**src/rtl/shift_add_mult_if.sv**
```systemverilog
// shift_add_mult_if: start/operand request and result bundle for the shift-and-add multiplier
interface shift_add_mult_if #(parameter int N = 8);
  logic start;
  logic [N-1:0] a;
  logic [N-1:0] b;
  logic in_ready;
  logic busy;
  logic done;
  logic [2*N-1:0] product;
  modport master(output start, a, b, input in_ready, busy, done, product);
  modport slave(input start, a, b, output in_ready, busy, done, product);
endinterface

```
**src/rtl/shift_add_mult.sv**
```systemverilog
// shift_add_mult: sequential unsigned NxN multiplier, one multiplier bit per clock through a shared CLAD
module clad #(parameter int N = 8) (
  input  logic [N-1:0] a,
  input  logic [N-1:0] b,
  input  logic         cin,
  output logic [N-1:0] sum,
  output logic         cout
);
  logic [N:0] c;
  // carry chain from per-bit generate/propagate terms
  always_comb begin
    c[0] = cin;
    for (int i = 0; i < N; i++) c[i+1] = (a[i] & b[i]) | ((a[i] ^ b[i]) & c[i]);
  end
  assign sum  = a ^ b ^ c[N-1:0];
  assign cout = c[N];
endmodule

module shift_add_mult #(parameter int N = 8) (
  input logic clk,
  input logic rst_n,
  shift_add_mult_if.slave bus
);
  localparam int CW = $clog2(N + 1);
  typedef enum logic [1:0] {IDLE, RUN, DONE} state_t;
  state_t state;
  logic [N-1:0] mcand, acc_hi, q, sum, nxt_hi, nxt_q;
  logic [CW-1:0] cnt;
  logic [2*N-1:0] product;
  logic cout, done, last;
  clad #(.N(N)) u_clad (.a(acc_hi), .b(mcand), .cin(1'b0), .sum(sum), .cout(cout));
  // next partial product: add mcand when the current multiplier bit is set, then shift right by one
  always_comb begin
    nxt_hi = q[0] ? {cout, sum[N-1:1]} : {1'b0, acc_hi[N-1:1]};
    nxt_q  = {q[0] ? sum[0] : acc_hi[0], q[N-1:1]};
    last   = cnt == CW'(N - 1);
  end
  // IDLE/RUN/DONE sequencer with registered product and done pulse
  always_ff @(posedge clk or negedge rst_n) begin
    if (!rst_n) begin
      state   <= IDLE;
      mcand   <= '0;
      acc_hi  <= '0;
      q       <= '0;
      cnt     <= '0;
      product <= '0;
      done    <= 1'b0;
    end else begin
      done <= state == RUN && last;
      case (state)
        IDLE: if (bus.start) begin
          state  <= RUN;
          mcand  <= bus.a;
          acc_hi <= '0;
          q      <= bus.b;
          cnt    <= '0;
        end
        RUN: begin
          acc_hi <= nxt_hi;
          q      <= nxt_q;
          cnt    <= cnt + CW'(1);
          if (last) begin
            state   <= DONE;
            product <= {nxt_hi, nxt_q};
          end
        end
        default: state <= IDLE;
      endcase
    end
  end
  assign bus.in_ready = state == IDLE;
  assign bus.busy     = state != IDLE;
  assign bus.done     = done;
  assign bus.product  = product;
endmodule

```
**src/flat_wrapper.sv**
```systemverilog
// flat-port wrapper written by rule: the top's interface ports become plain ports
module shift_add_mult_flat 
#(parameter int N = 8)
  (clk, rst_n, bus_start, bus_a, bus_b, bus_in_ready, bus_busy, bus_done, bus_product);
  shift_add_mult_if #(.N(N)) bus_i ();
  input logic clk;
  input logic rst_n;
  input wire logic [$bits(bus_i.start)-1:0] bus_start;
  input wire logic [$bits(bus_i.a)-1:0] bus_a;
  input wire logic [$bits(bus_i.b)-1:0] bus_b;
  output wire logic [$bits(bus_i.in_ready)-1:0] bus_in_ready;
  output wire logic [$bits(bus_i.busy)-1:0] bus_busy;
  output wire logic [$bits(bus_i.done)-1:0] bus_done;
  output wire logic [$bits(bus_i.product)-1:0] bus_product;
  assign bus_i.start = bus_start;
  assign bus_i.a = bus_a;
  assign bus_i.b = bus_b;
  assign bus_in_ready = bus_i.in_ready;
  assign bus_busy = bus_i.busy;
  assign bus_done = bus_i.done;
  assign bus_product = bus_i.product;
  shift_add_mult #(.N(N)) u_core (.clk(clk), .rst_n(rst_n), .bus(bus_i));
endmodule
```
**config.mk**
```make
export PLATFORM = sky130hd
export DESIGN_NAME = shift_add_mult_flat
export DESIGN_NICKNAME = d
export VERILOG_FILES = /design/src/rtl/shift_add_mult_if.sv /design/src/rtl/shift_add_mult.sv /design/src/flat_wrapper.sv
export SDC_FILE = /design/constraint.sdc
export NUM_CORES = 1
export LEC_CHECK = 0
export CAP_MARGIN = 20
export CELL_PAD_IN_SITES_DETAIL_PLACEMENT = 1
export CELL_PAD_IN_SITES_GLOBAL_PLACEMENT = 1
export CORE_UTILIZATION = 41
export DETAILED_ROUTE_END_ITERATION = 10
export PLACE_DENSITY_LB_ADDON = 0.08
export SLEW_MARGIN = 20
export SYNTH_ARGS = -nofsm -noshare
export SYNTH_HDL_FRONTEND = slang
export SYNTH_SLANG_ARGS = --single-unit
```
**constraint.sdc**
```tcl
create_clock -name clk -period 5.1 [get_ports clk]
set_clock_uncertainty 0.15 [all_clocks]
set_input_delay 1.02 -clock clk [delete_from_list [all_inputs] [get_ports clk]]
set_output_delay 1.02 -clock clk [all_outputs]
set_load 0.05 [all_outputs]
```
==> flow_metrics.tcl <==
set metrics [dict create \
    min_period_ps 3750 \
    power_leakage_nw 1.16 \
    synth_fp_nets 226 \
    h-tree-depth 2 \
    crit_required_ps 5100 \
    max_slew_margin 0.343 \
    yosys_warnings 0 \
    p_int_mw 1.06 \
    drt_iter0_markers 94 \
    worstSetupPathType "reg -> reg" \
    clock_sinks 47 \
    cts_tree "yes" \
    postRouteAntennaNets 0 \
    nets 260 \
    insertion_delay_ps 300 \
    fin_setup_tns_ps 0 \
    post_cts_buffers 0 \
    clock.fmax_mhz 267 \
    ys_types 23 \
    cts_buffers 5 \
    hold_buffers 0 \
    crit_path_max_fanout 3 \
    critPathArrivalTime_ps 3750 \
    synth_area_leaders "dfrtp_1 (55%), fa_1 (6.5%), mux2i_1 (6.1%), o21ai_0 (4.4%), mux2_2 (4.2%)" \
    syn_avg_cell_area_um2 10.9 \
    grtUsageTotal 0.193 \
    port_buffers 37 \
    setup_viol_count_final 0 \
    regArea_mm2 0.00118 \
    gp_congestion 0.755 \
    placementRows 25 \
    hold_path_class "reg -> reg" \
    yosysSeqAreaShare 0.547 \
    synth.largest_area_cell "dfrtp_1" \
    crit_path_end_kind "register" \
    multi_input_area_um2 842 \
    die_w_um 74.4 \
    swShare 0.465 \
    combPwrFrac 0.524 \
    rsz0062_at_grt "no" \
    yosys_register_bits 47 \
    slew_violations 0 \
    yosysTopAreaCellShare 0.547 \
    drc 0 \
    cts_max_path_buffers 2 \
    core_area_mm2 0.00488 \
    synth_common_cells "dfrtp_1 (47), nand2_1 (24), inv_1 (22)" \
    hold_violations 0 \
    cp-start-kind "register" \
    cts_resized 0 \
    vias 1536 \
    grt_max_degree 48 \
    viasPerCell 5.12 \
    place_hpwl_um 3310 \
    outcome "completed" \
    drive_gt1_frac 0.0944 \
    p_per_area_mw_per_mm2 744 \
    fill_cells 546 \
    post_drt_wl_per_cell_um 16.1 \
    finalPower_mw 1.98 \
    seq_power_share 0.353 \
    drt_wl_total_um 4840 \
    grt_pass1_vias 1673 \
    switchingPower_uw 920 \
    synthToLayoutAreaGrowth_pct 23.6 \
    grt-ovfl-total 0 \
    async_flop_share 1.00 \
    antenna_found_initial 0 \
    root_buffer "clkbuf_8" \
    ir_drop_mv 0.289 \
    synth_flop_cell "dfrtp_1" \
    worst_pin_slew_ps 983 \
    ios 38 \
    maxCapViolCount 0 \
    num_antenna_cells 0 \
    yosysMostFrequentCell "dfrtp_1" \
    dieArea_mm2 0.00554 \
    die_y_um 74.4 \
    grt_pass1_wl_um 7790 \
    clkPwrFrac 0.123 \
    netlist_area_mm2 0.00215 \
    syn_inst 198 \
    drtPass1Iterations 4 \
    timing.final.crit_share 0.736 \
    clkTransAtPathRegs_ps 90 \
    synth_edf_count 0 \
    initial_core_util 0.441 \
]
[final cells by class]
class,count,area share
clock buffers,6,0.0311
well taps,67,0.0315
repair buffers,38,0.141
flip-flops and latches,47,0.442
inverters,22,0.0311
clock inverters,2,0.00612
multi-input cells,118,0.317
[metal layers]
metal | part of all wire | global-route usage | up-vias
met5 | 0 | 0 | -
met4 | 0.018 | 0.0776 | 0
met3 | 0.020 | 0.0366 | 8
met2 | 0.53 | 0.349 | 28
met1 | 0.43 | 0.225 | 781
li1 | - | - | 719
[kinds of logic after synthesis]
| logic type | Yosys count | share of synthesized area |
|---|---|---|
| multiplexers | 21 | 0.102 |
| flip-flops | 47 | 0.547 |
| buffers and inverters | 33 | 0.0640 |
| AND/OR/NAND/NOR | 60 | 0.136 |
| AO/OA/AOI/OAI | 28 | 0.0739 |
| adder cells (fa/ha/maj) | 9 | 0.0768 |
[power groups by stage]
stage	Clock [mW]	Combinational, mW	Sequential [mW]
after CTS	0.250	1.05	0.699
after global routing	0.258	1.14	0.725
after floorplan	0	0.533	0.889
after detailed placement	0	1.05	0.706
final	0.244	1.04	0.698
after global placement	0	0.993	0.690
[flip-flops by register name, summed over array words and instances, names as in the netlist]
| name | flops |
|---|---|
| u_core.q | 8 |
| u_core.cnt | 4 |
| u_core.bus.product | 16 |
| u_core.bus.done | 1 |
| u_core.acc_hi | 8 |
| u_core.state | 2 |
| u_core.mcand | 8 |
[layout by cell type (no fill, tap or decap), types with 7 or more instances in the layout]
master,n
o22ai_1,7
nor2_1,9
nand2_1,24
mux2i_1,13
mux2_2,8
o21ai_0,19
nand3_1,10
nor3_1,8
fa_1,7
clkdlybuf4s50_1,36
inv_1,22
dfrtp_1,47
[metrics by stage]
stage / area (um^2) / util / hold WS [ps] / std cells / setup WS [ps]
after global placement: 2560 / 0.524 / 315 / 292 / 1450
after floorplan: 2150 / - / 300 / 198 / 1570
after detailed placement: 2560 / 0.524 / 348 / 292 / 1320
after CTS: 2660 / 0.544 / 367 / 300 / 1320
final: 2660 / 0.545 / 359 / 300 / 1350
after global routing: 2660 / 0.545 / 378 / 300 / 1230
[worst max-delay path: stages (launching register included)]
cell,delay (ps)
dfrtp_1,380
ha_1,150
inv_1,50
fa_1,380
fa_1,390
fa_1,390
fa_1,380
fa_1,380
inv_1,80
fa_1,180
fa_1,420
mux2i_1,180
mux2i_1,100
[path summary, 6_finish.rpt]
kind                                                    from                                  to  slack [ps]  cells past startpoint
worst max-delay path            u_core.acc_hi[0]$_DFFE_PN0P_  u_core.bus.product[14]$_DFFE_PN0P_        1350                     12
worst min-delay path             u_core.mcand[0]$_DFFE_PN0P_         u_core.mcand[0]$_DFFE_PN0P_         360                      2
worst max register to register  u_core.acc_hi[0]$_DFFE_PN0P_  u_core.bus.product[14]$_DFFE_PN0P_        1350                     12
worst min register to register   u_core.mcand[0]$_DFFE_PN0P_         u_core.mcand[0]$_DFFE_PN0P_         360                      2
max in group asynchronous                              rst_n         u_core.mcand[4]$_DFFE_PN0P_        3840                      1
min in group asynchronous                              rst_n         u_core.mcand[2]$_DFFE_PN0P_         560                      1
Power figures use the tool's default switching activity.
==> variant (config.mk and constraints unchanged) <==
Make the reset (`rst_n`) synchronous in one clocked block.
--- a/src/rtl/shift_add_mult.sv
+++ b/src/rtl/shift_add_mult.sv
@@ -36,7 +36,7 @@
     last   = cnt == CW'(N - 1);
   end
   // IDLE/RUN/DONE sequencer with registered product and done pulse
-  always_ff @(posedge clk or negedge rst_n) begin
+  always_ff @(posedge clk) begin
     if (!rst_n) begin
       state   <= IDLE;
       mcand   <= '0;
Check against the original RTL: differs if rst_n is asserted again (counterexample within 4 cycles, from zero or initial values and one cycle with rst_n low); with rst_n held inactive, the same outputs for 4 cycles.
==> variant against the unedited design <==
  * Sequential cell count unchanged
  * Cell area is 6.7% lower
  * Worst setup slack lost 110 ps
  * Core utilization down 2.0 points
  * Global-route usage is 0.70 points higher
  * Wire length up 2.7%
  * Synthesized area fell by 6.9%
  * First-iteration DRC count fell by 34%
Power is not compared: it rests on default switching activity, and its combinational part moved more than twofold at a synthesized area within 25%.
==> variant: results (changes against the unedited design) <==
- Synth unique cells: 36 (+57%)
- Mux cell area share after synthesis: 0.07808 (-0.02431)
- Hold Crit Depth: 1 (-1)
- Initial DRC count: 62 (-34%)
- Worst setup startpoint: u_core.acc_hi[0]$_SDFFE_PN0P_
- Share of flip-flops with an asynchronous set or reset: 0 (-1.000)
- GR Util met2: 0.3595 (+0.01019)
- Final nets: 255 (-1.9%)
- Top cells by area, synth: dfxtp_1 47%, fa_1 7.0%, a22o_1 5.2%
- Buffers outside the clock class: 37 (-2.6%)
- FF+latch area: 940.9 um2 (-20%)
- End of the worst hold path: u_core.bus.product[2]$_SDFFE_PN0P_
- Hold Startpoint: u_core.bus.product[2]$_SDFFE_PN0P_
- Measured slew at the worst slew-check pin: 1068 ps (+85.40 ps)
- Clk cell area share: 0.03532 (-0.001859)
- Final Wtd Congestion: 0.7853 (+4.0%)
- WP data arrival: 3880 ps (+130 ps)
- Grt met1 use: 0.2458 (+0.02034)
- Met3 Use GR: 0.03472 (-0.001863)
- Met1 WL: 2221 um (+6.1%)
- R2R Setup Slk: 1240 ps (-110 ps)
- Outcome: finished, final reports clean
- Logic inverters: 10 (-55%)
- Proportion of layout cells with a drive suffix above 1: 0.09692 (+0.002496)
- DR WL met2: 2530 um (-1.1%)
- Post-detail-place hpwl: 3382 um (+2.1%)
- Filler instances: 526 (-3.7%)
- WL per Instance: 16.90 um (+4.8%)
- Reg2Reg Depth: 13 (+1)
-- variant: changes by cell type after synthesis, moves of 5 or more --
cell	before	now
dfrtp_1	47	0
dfxtp_1	0	47
a21oi_1	0	18
inv_1	22	9
a22o_1	0	12
nand2_1	24	12
o21ai_0	19	8
nor2_1	9	18
nand3_1	10	2
nor3_1	8	1
o22ai_1	7	0
a22oi_1	0	5
-- variant: metrics by stage --
| stage | worst slack, ps | cell area, um2 | total power [mW] | instances |
|---|---|---|---|---|
| 2_1_floorplan | 1541 | 2003 | 0.4526 | 194 |
| 3_3_place_gp | 1412 | 2392 | 0.4795 | 287 |
| 3_5_place_dp | 1287 | 2392 | 0.4843 | 287 |
| 4_1_cts | 1253 | 2480 | 0.7085 | 294 |
| 5_1_grt | 1065 | 2480 | 0.7335 | 294 |
| 6_report | 1236 | 2480 | 0.7037 | 294 |
